`config.mk`:
```
export PLATFORM = sky130hd
export DESIGN_NAME = fifo_rd_ctrl
export DESIGN_NICKNAME = d
export VERILOG_FILES = /design/src/rtl/fifo_pkg.sv /design/src/rtl/fifo_out_buf.sv /design/src/rtl/fifo_rd_ctrl.sv
export SDC_FILE = /design/constraint.sdc
export NUM_CORES = 1
export LEC_CHECK = 0
export BUFFER_PORTS_ARGS = -buffer_cell sky130_fd_sc_hd__buf_2
export CAP_MARGIN = 20
export CELL_PAD_IN_SITES_DETAIL_PLACEMENT = 1
export CELL_PAD_IN_SITES_GLOBAL_PLACEMENT = 2
export CORE_UTILIZATION = 31
export CTS_CLUSTER_SIZE = 14
export DETAILED_ROUTE_END_ITERATION = 10
export GPL_TIMING_DRIVEN = 0
export HOLD_SLACK_MARGIN = 0.08
export PLACE_DENSITY_LB_ADDON = 0.15
export SETUP_SLACK_MARGIN = 0.02
export SYNTH_ARGS = -nofsm -noshare
export SYNTH_HDL_FRONTEND = slang
export SYNTH_SLANG_ARGS = --single-unit
```
`constraint.sdc`:
```
create_clock -name clk -period 3.27 [get_ports clk]
set_input_delay 0.654 -clock clk [delete_from_list [all_inputs] [get_ports clk]]
set_output_delay 0.654 -clock clk [all_outputs]
set_load 0.005 [all_outputs]
```
`src/rtl/fifo_pkg.sv`:
```
// rtl/fifo_pkg.sv - shared constants and Gray-code helpers for the async FIFO
//
// Purpose : pointer/buffer sizing constants and width-agnostic Gray <-> binary
//           conversion used by both FIFO clock domains.
// Contents: FIFO_ADDR_W, PTR_W, OB_DEPTH, OB_CNT_W, CODE_W, bin2gray, gray2bin.
package fifo_pkg;

  localparam int FIFO_ADDR_W = 6;
  localparam int PTR_W       = FIFO_ADDR_W + 1;
  localparam int OB_DEPTH    = 2;
  localparam int OB_CNT_W    = $clog2(OB_DEPTH + 1);

  // Helpers operate on a wide container. Any narrower pointer is zero-extended
  // on the way in and truncated on the way out. Zero upper bits leave the
  // conversion of the low bits unchanged, so one function serves every width.
  localparam int CODE_W = 32;

  function automatic logic [CODE_W-1:0] bin2gray(input logic [CODE_W-1:0] b);
    return b ^ (b >> 1);
  endfunction

  function automatic logic [CODE_W-1:0] gray2bin(input logic [CODE_W-1:0] g);
    logic [CODE_W-1:0] b;
    b[CODE_W-1] = g[CODE_W-1];
    for (int i = CODE_W - 2; i >= 0; i--) begin
      b[i] = b[i+1] ^ g[i];
    end
    return b;
  endfunction

endpackage

```
`src/rtl/fifo_out_buf.sv`:
```
// rtl/fifo_out_buf.sv - 2-entry first-word-fall-through output buffer
//
// Purpose : holds words returned by the RAM until the consumer takes them.
//           head_o is always the head register. Push and pop may coincide.
// Ports   : clk, rst_n (async, active-low)
//           push_i   - write data_i into the tail this edge
//           pop_i    - drop the head this edge (only asserted while valid_o)
//           data_i   - incoming word
//           head_o   - head word
//           valid_o  - head word is valid
//           cnt_o    - number of buffered words (0..OB_DEPTH)
module fifo_out_buf
  import fifo_pkg::*;
#(
  parameter int DATA_W = 16
) (
  input  logic                clk,
  input  logic                rst_n,
  input  logic                push_i,
  input  logic                pop_i,
  input  logic [DATA_W-1:0]   data_i,
  output logic [DATA_W-1:0]   head_o,
  output logic                valid_o,
  output logic [OB_CNT_W-1:0] cnt_o
);

  logic [DATA_W-1:0]   head_q, head_d;
  logic [DATA_W-1:0]   tail_q, tail_d;
  logic [OB_CNT_W-1:0] cnt_q, cnt_d;

  always_comb begin
    head_d = head_q;
    tail_d = tail_q;
    cnt_d  = cnt_q;
    case ({push_i, pop_i})
      2'b10: begin
        if (cnt_q == '0) head_d = data_i;
        else             tail_d = data_i;
        cnt_d = cnt_q + OB_CNT_W'(1);
      end
      2'b01: begin
        head_d = tail_q;
        cnt_d  = cnt_q - OB_CNT_W'(1);
      end
      2'b11: begin
        // Count is unchanged; the new word lands behind whatever survives.
        if (cnt_q == OB_CNT_W'(OB_DEPTH)) begin
          head_d = tail_q;
          tail_d = data_i;
        end else begin
          head_d = data_i;
        end
      end
      default: begin
      end
    endcase
  end

  always_ff @(posedge clk or negedge rst_n) begin
    if (!rst_n) begin
      head_q <= '0;
      tail_q <= '0;
      cnt_q  <= '0;
    end else begin
      head_q <= head_d;
      tail_q <= tail_d;
      cnt_q  <= cnt_d;
    end
  end

  assign head_o  = head_q;
  assign valid_o = (cnt_q != '0);
  assign cnt_o   = cnt_q;

endmodule

```
`src/rtl/fifo_rd_ctrl.sv`:
```
// rtl/fifo_rd_ctrl.sv - read-domain controller of the async FIFO
//
// Purpose : tracks the read pointer against the synchronised write Gray
//           pointer, issues RAM reads into a 2-entry FWFT output buffer and
//           reports empty / almost-empty / level in the read domain.
// Ports   : clk, rst_n (async, active-low)
//           wq2_gptr     - write Gray pointer, already synchronised into clk
//           rd_gptr      - registered Gray read pointer for the write domain
//           mem_raddr    - RAM read address (low bits of the binary pointer)
//           mem_ren      - RAM read enable
//           mem_rdata    - RAM data, valid the cycle after mem_ren
//           dout         - head word of the output buffer
//           dout_valid   - head word valid
//           dout_ready   - consumer accepts the head word
//           rd_level     - words in RAM not yet fetched
//           empty        - RAM holds no unfetched word
//           almost_empty - rd_level <= AEMPTY_THRESH
module fifo_rd_ctrl
  import fifo_pkg::*;
#(
  parameter int DATA_W        = 16,
  parameter int ADDR_W        = 6,
  parameter int AEMPTY_THRESH = 4
) (
  input  logic              clk,
  input  logic              rst_n,
  input  logic [ADDR_W:0]   wq2_gptr,
  output logic [ADDR_W:0]   rd_gptr,
  output logic [ADDR_W-1:0] mem_raddr,
  output logic              mem_ren,
  input  logic [DATA_W-1:0] mem_rdata,
  output logic [DATA_W-1:0] dout,
  output logic              dout_valid,
  input  logic              dout_ready,
  output logic [ADDR_W:0]   rd_level,
  output logic              empty,
  output logic              almost_empty
);

  localparam int RP_W  = ADDR_W + 1;
  localparam int OCC_W = OB_CNT_W + 1;

  logic [RP_W-1:0]     rbin_q, rbin_d;
  logic [RP_W-1:0]     rgray_q, rgray_d;
  logic [RP_W-1:0]     level_q, level_d;
  logic [RP_W-1:0]     wbin;
  logic                empty_q, empty_d;
  logic                aempty_q, aempty_d;
  logic                inflight_q;
  logic [OB_CNT_W-1:0] ob_cnt;
  logic [OCC_W-1:0]    occ, occ_limit;
  logic                pop;
  logic                ren;

  assign pop = dout_valid & dout_ready;

  // credit = OB_DEPTH - ob_cnt - inflight + pop > 0, rearranged so that no
  // intermediate goes negative: the buffer slots already spoken for must be
  // fewer than the depth plus the slot freed this cycle.
  assign occ       = OCC_W'(ob_cnt) + OCC_W'(inflight_q);
  assign occ_limit = OCC_W'(OB_DEPTH) + OCC_W'(pop);
  assign ren       = !empty_q && (occ < occ_limit);

  assign rbin_d  = rbin_q + RP_W'(ren);
  assign rgray_d = RP_W'(bin2gray(CODE_W'(rbin_d)));
  assign wbin    = RP_W'(gray2bin(CODE_W'(wq2_gptr)));

  // Compare against the next read pointer so a read and a write-pointer
  // advance on the same edge are both reflected, and no read is issued past
  // the last written word.
  assign empty_d  = (rgray_d == wq2_gptr);
  assign level_d  = wbin - rbin_d;
  assign aempty_d = (level_d <= RP_W'(AEMPTY_THRESH));

  always_ff @(posedge clk or negedge rst_n) begin
    if (!rst_n) begin
      rbin_q     <= '0;
      rgray_q    <= '0;
      level_q    <= '0;
      empty_q    <= 1'b1;
      aempty_q   <= 1'b1;
      inflight_q <= 1'b0;
    end else begin
      rbin_q     <= rbin_d;
      rgray_q    <= rgray_d;
      level_q    <= level_d;
      empty_q    <= empty_d;
      aempty_q   <= aempty_d;
      inflight_q <= ren;
    end
  end

  // The word read on the previous edge arrives now; inflight marks it.
  fifo_out_buf #(
    .DATA_W (DATA_W)
  ) u_out_buf (
    .clk     (clk),
    .rst_n   (rst_n),
    .push_i  (inflight_q),
    .pop_i   (pop),
    .data_i  (mem_rdata),
    .head_o  (dout),
    .valid_o (dout_valid),
    .cnt_o   (ob_cnt)
  );

  assign rd_gptr      = rgray_q;
  assign mem_raddr    = rbin_q[ADDR_W-1:0];
  assign mem_ren      = ren;
  assign rd_level     = level_q;
  assign empty        = empty_q;
  assign almost_empty = aempty_q;

endmodule
```
# Word-level counts from Yosys, hierarchy flattened
# Cells that the tools add are included.
# word_totals
reg_bits,58
word_cells,49
# op_classes
addsub,6
order_cmp,2
eq_ne,8
n_mux,7
n_bitwise,8
reduce_logical,9
# op_table
op,count
$mux 16,4
$pmux 16 s3,1
$pmux 16 s2,1
$add 7x1->7,1
$eq 7x7->1,1
$le 7x3->1 const B,1
$sub 7x7->7,1
$xor 7x6->7,1
$eq 2x2->1 const B,3
$reduce_bool 2->1,3
$xor 1x1->1,6
$ne 2x1->1 const B,2
$pmux 2 s2,1
$add 2x1->3,1
$add 2x1->3 const A,1
$lt 3x3->1,1
$reduce_and 3->1,1
$reduce_bool 3->1,1
$add 2x1->2 const B,1
$eq 2x1->1 const B,1
$logic_not 2->1,1
$ne 2x2->1 const B,1
$reduce_and 2->1,1
$sub 2x1->2 const B,1
other kinds (3),3

# Longest topological paths before layout
# logic_depth
ltp_word,8
ltp_mapped,16

# By module
# From an unflattened synthesis, not the netlist that was laid out.
# hier_totals
cells_unflattened,251
area_unflattened_um2,3035.4
# modules_own_cells
mod,n_inst,cells_per_inst,area_per_inst_um2
fifo_out_buf,1,130,1669.1
fifo_rd_ctrl,1,121,1366.3

# Worst setup path before layout
# No wires, ideal clock.
# synth_timing
kind,in2reg
start,input port wq2_gptr[6]
end,"register aempty_q, in the netlist almost_empty"
setup_time_ps,75
arrival_time_ps,3350
t_required_ps,3195
setup_slack_ps,-155
cell_stages,12
path_buffers,0
cell_sequence,xor3_4 > xnor2_4 > xnor2_1 > xnor2_1 > ha_1 > inv_1 > fa_1 > o21ai_0 > o21ai_1 > xnor2_1 > or3b_1 > nor3_2
# synth_via
elab_chain_len,8
# synth_rtl
element,line_no,source
"start, declared",fifo_rd_ctrl.sv:27,"input logic [ADDR_W:0] wq2_gptr,"
$xor 1x1->1 (*) (2 in a row),fifo_pkg.sv:26,b[i] = b[i+1] ^ g[i];
$xor 1x1->1 (4 in a row),fifo_pkg.sv:26,
$sub 7x7->7 (*),fifo_rd_ctrl.sv:72,assign level_d = wbin - rbin_d;
net level_d[4],fifo_rd_ctrl.sv:45,"logic [RP_W-1:0] level_q, level_d;"
$le 7x3->1 (*),fifo_rd_ctrl.sv:73,assign aempty_d = (level_d <= RP_W'(AEMPTY_THRESH));
net aempty_d,fifo_rd_ctrl.sv:48,"logic aempty_q, aempty_d;"
"end signal, assigned",fifo_rd_ctrl.sv:88,aempty_q <= aempty_d;
"end, declared",fifo_rd_ctrl.sv:48,
# The timed path passes the listed nets; every way through them passes the cells marked *.
# A chain may end at the register's enable or synchronous reset.

# Final worst setup path
# Same ends and word-level chain as after synthesis.

==> summary.txt <==
Fin Clk Skew = 0.009200 ns
layout cells sized above 1 = 0.4364
Cell variety after synth = 42
Rows = 34
Rel. slew slack = 0.5230
most frequent CP cell = xnor2_1
clock root cell = clkbuf_8
initial core utilization = 0.3198
crit path max-delay cell type = xor3_4
total vias in the final route = 2,067
area grow syn2layout = 35.84%
GR Util All Layers = 0.1547
CTS Buffer Depth = 2
pwr dens = 1358 nW/um2
IO Count = 66
Initial DRT Pass Iterations = 4
WS Path Type = in2reg
DRT antenna net count = 0
Die ar. = 9334 um2
CTS Hold Bufs = 0
Peak VDD IR = 752.8 uV
crit-path max FO = 4
Iteration-0 DRC Markers = 41
Max Slew Vio Count = 0
Syn Inst Count = 231
Primary FF master, synth = dfrtp_1
Hold WC Path Type = in2async
vias per cell = 4.719
sequential area share after synthesis = 0.5149
Ys Warns = 0
max incr delay on CP = 0.54 ns
final setup fails = 0
die span in y = 96.62 um
synthesized area per cell = 12.01 um2
RSZ-0062 raised after global routing = true
Synth async-reset ratio = 1.000
Mapped Area = 2775 um2
Period minus WS final = 3.198 ns
CTS sink cnt = 57
Chip Width = 96.62 um
clk_lat worst skew = 0.33 ns
CP Cell Sequence = buf_8 -> xor3_4 -> xnor2_4 -> xnor2_2 -> xnor2_1 -> ha_2 -> inv_2 -> fa_2 -> buf_6 -> o21ai_2 -> o21ai_1 -> xnor2_1 -> or3b_1 -> nor3_2
top cells by area, synth = dfrtp_1, ha_1, xnor2_1, xor2_1, a22oi_1
final std cell area, no fill = 3770 um2
Yosys top cell by area = dfrtp_1
area share of the largest cell type after synthesis = 0.4959
WP data arrival = 3.45 ns
DRC viols = 0
synthesized flop and latch total = 57
Reg clk slew, reported paths = 0.07 ns
first-pass GRT wire length = 11,110 um
max-cap violation count = 0
capturing element type of the critical path = register
Routed WL = 6900 um
DP HPWL = 4844 um
WL/cell = 15.75 um
final setup margin = 0.07189 ns
placed inst area = 3271 um2
port bufs = 65
diode count = 0
vias in the first global route = 2,140
gpl congestion = 0.7513
status = finished, final reports clean
GR Overflow Total = 0
initial antenna violation count = 0
Fin. Hold Viols = 0
total CTS buffers = 9
CTS tree = built
core region area = 8678 um2
crit path launch type = input pin
leak pwr = 1.769 nW
largest net degree at the start of global routing = 38
Critical Path RT = 3.53 ns
H-tree depth = 3
worst-margin pin slew = 0.7122 ns
number of flops mapped to enable cells by yosys = 0
Nets = 363
pre-CTS setup slack = -0.5248 ns
fin crit share = 0.9780
Max Freq = 312.7 MHz
syn_nets = 269
PnR Total Power = 5.119 mW
[synth_stat cells, drive strengths merged (3+ instances only)]
cell type and instances:
dfrtp 55, o21ai 21, xor2 18, nand2 17
xnor2 17, a22oi 16, mux2 16, inv 14
ha 11, clkbuf 6, nor2 6, nand3 5
a21oi 3
[per-stage QoR]
stage                     instances  setup TNS, ns    util  hold slack [ns]
final                           438              0  0.4344           0.2894
after global routing            438       -0.06335  0.4344           0.3343
after CTS                       432              0  0.4172           0.3093
after detailed placement        405         -1.498  0.3769           0.4694
after global placement          404         -1.382  0.3746           0.4571
after floorplan                 231       -0.03243       -           0.3584
[critical path: cells and delay by family]
family                   cells  cell delay, ns
AO/OA/AOI/OAI                2            0.20
XOR/XNOR                     5            1.21
adder cells (fa/ha/maj)      2            0.64
buffers and inverters        3            0.27
AND/OR/NAND/NOR              2            0.48
[layer usage]
layer	share of wire	global-route usage	vias to the layer above
li1	-	-	988
met1	0.44	0.1939	1014
met5	0	0	-
met2	0.50	0.2568	55
met4	0.019	0.07233	0
met3	0.037	0.02962	10
[cells in the final DEF, fill, tap and decap left out, drive strengths merged, types with 2 or more instances in the layout]
| cell type | Yosys | layout |
|---|---|---|
| buf | 1 | 83 |
| dfrtp | 55 | 55 |
| o21ai | 21 | 21 |
| clkbuf | 6 | 21 |
| xor2 | 18 | 18 |
| nand2 | 17 | 17 |
| xnor2 | 17 | 17 |
| a22oi | 16 | 16 |
| mux2 | 16 | 16 |
| inv | 14 | 14 |
| ha | 11 | 11 |
| nor2 | 6 | 6 |
| nand3 | 5 | 5 |
| a21oi | 3 | 3 |
| a31oi | 2 | 2 |
| dfstp | 2 | 2 |
| nor2b | 2 | 2 |
| nor3 | 2 | 2 |
| xor3 | 2 | 2 |
| a211oi | 2 | 2 |
[registers in the layout (all words and copies together), names as in the netlist]
name / count
almost_empty: 1
inflight_q: 1
u_out_buf.head_o: 16
rd_gptr: 6
empty: 1
u_out_buf.tail_q: 16
rbin_q: 7
rd_level: 7
u_out_buf.cnt_o: 2
[repair_timing]
action | CTS | global route
setup buffers | 11 | 5
pin swaps | 14 | 15
resized for setup | 20 | 17
setup endpoints to repair | 4 | 3
[area by class of cell]
type	instances	area, um2
multi-input combinational	153	1418
tap	108	135.1
clock buffer	14	172.7
sequential	57	1429
fill	971	4908
clock inverter	2	35.03
buffer	7	31.28
timing repair buffer	83	496.7
inverter	14	52.55
[power by group]
part	internal (mW)	total (mW)	switching (mW)
combinational	1.54	3.13	1.59
clock	0.414	0.690	0.276
sequential	1.10	1.30	0.204
total	3.05	5.12	2.07
[kinds of logic after synthesis]
logic type / Yosys count / synth area share
AO/OA/AOI/OAI: 50 / 0.1159
XOR/XNOR: 37 / 0.1506
adder cells (fa/ha/maj): 13 / 0.06086
buffers and inverters: 21 / 0.02885
flip-flops: 57 / 0.5149
multiplexers: 17 / 0.06853
AND/OR/NAND/NOR: 36 / 0.06041
[final timing paths]
check	to	slack, ns	cells after the start	startpoint
max	almost_empty	0.07	14	wq2_gptr[6]
min	u_out_buf.tail_q[0]	0.29	1	rst_n
max reg2reg	almost_empty	0.13	15	inflight_q
min reg2reg	u_out_buf.head_o[15]	0.48	2	u_out_buf.head_o[15]
max in group asynchronous	almost_empty	2.33	2	rst_n
min in group clk	u_out_buf.head_o[15]	0.48	2	u_out_buf.head_o[15]
Note: power is estimated with default switching activity, not from simulation.
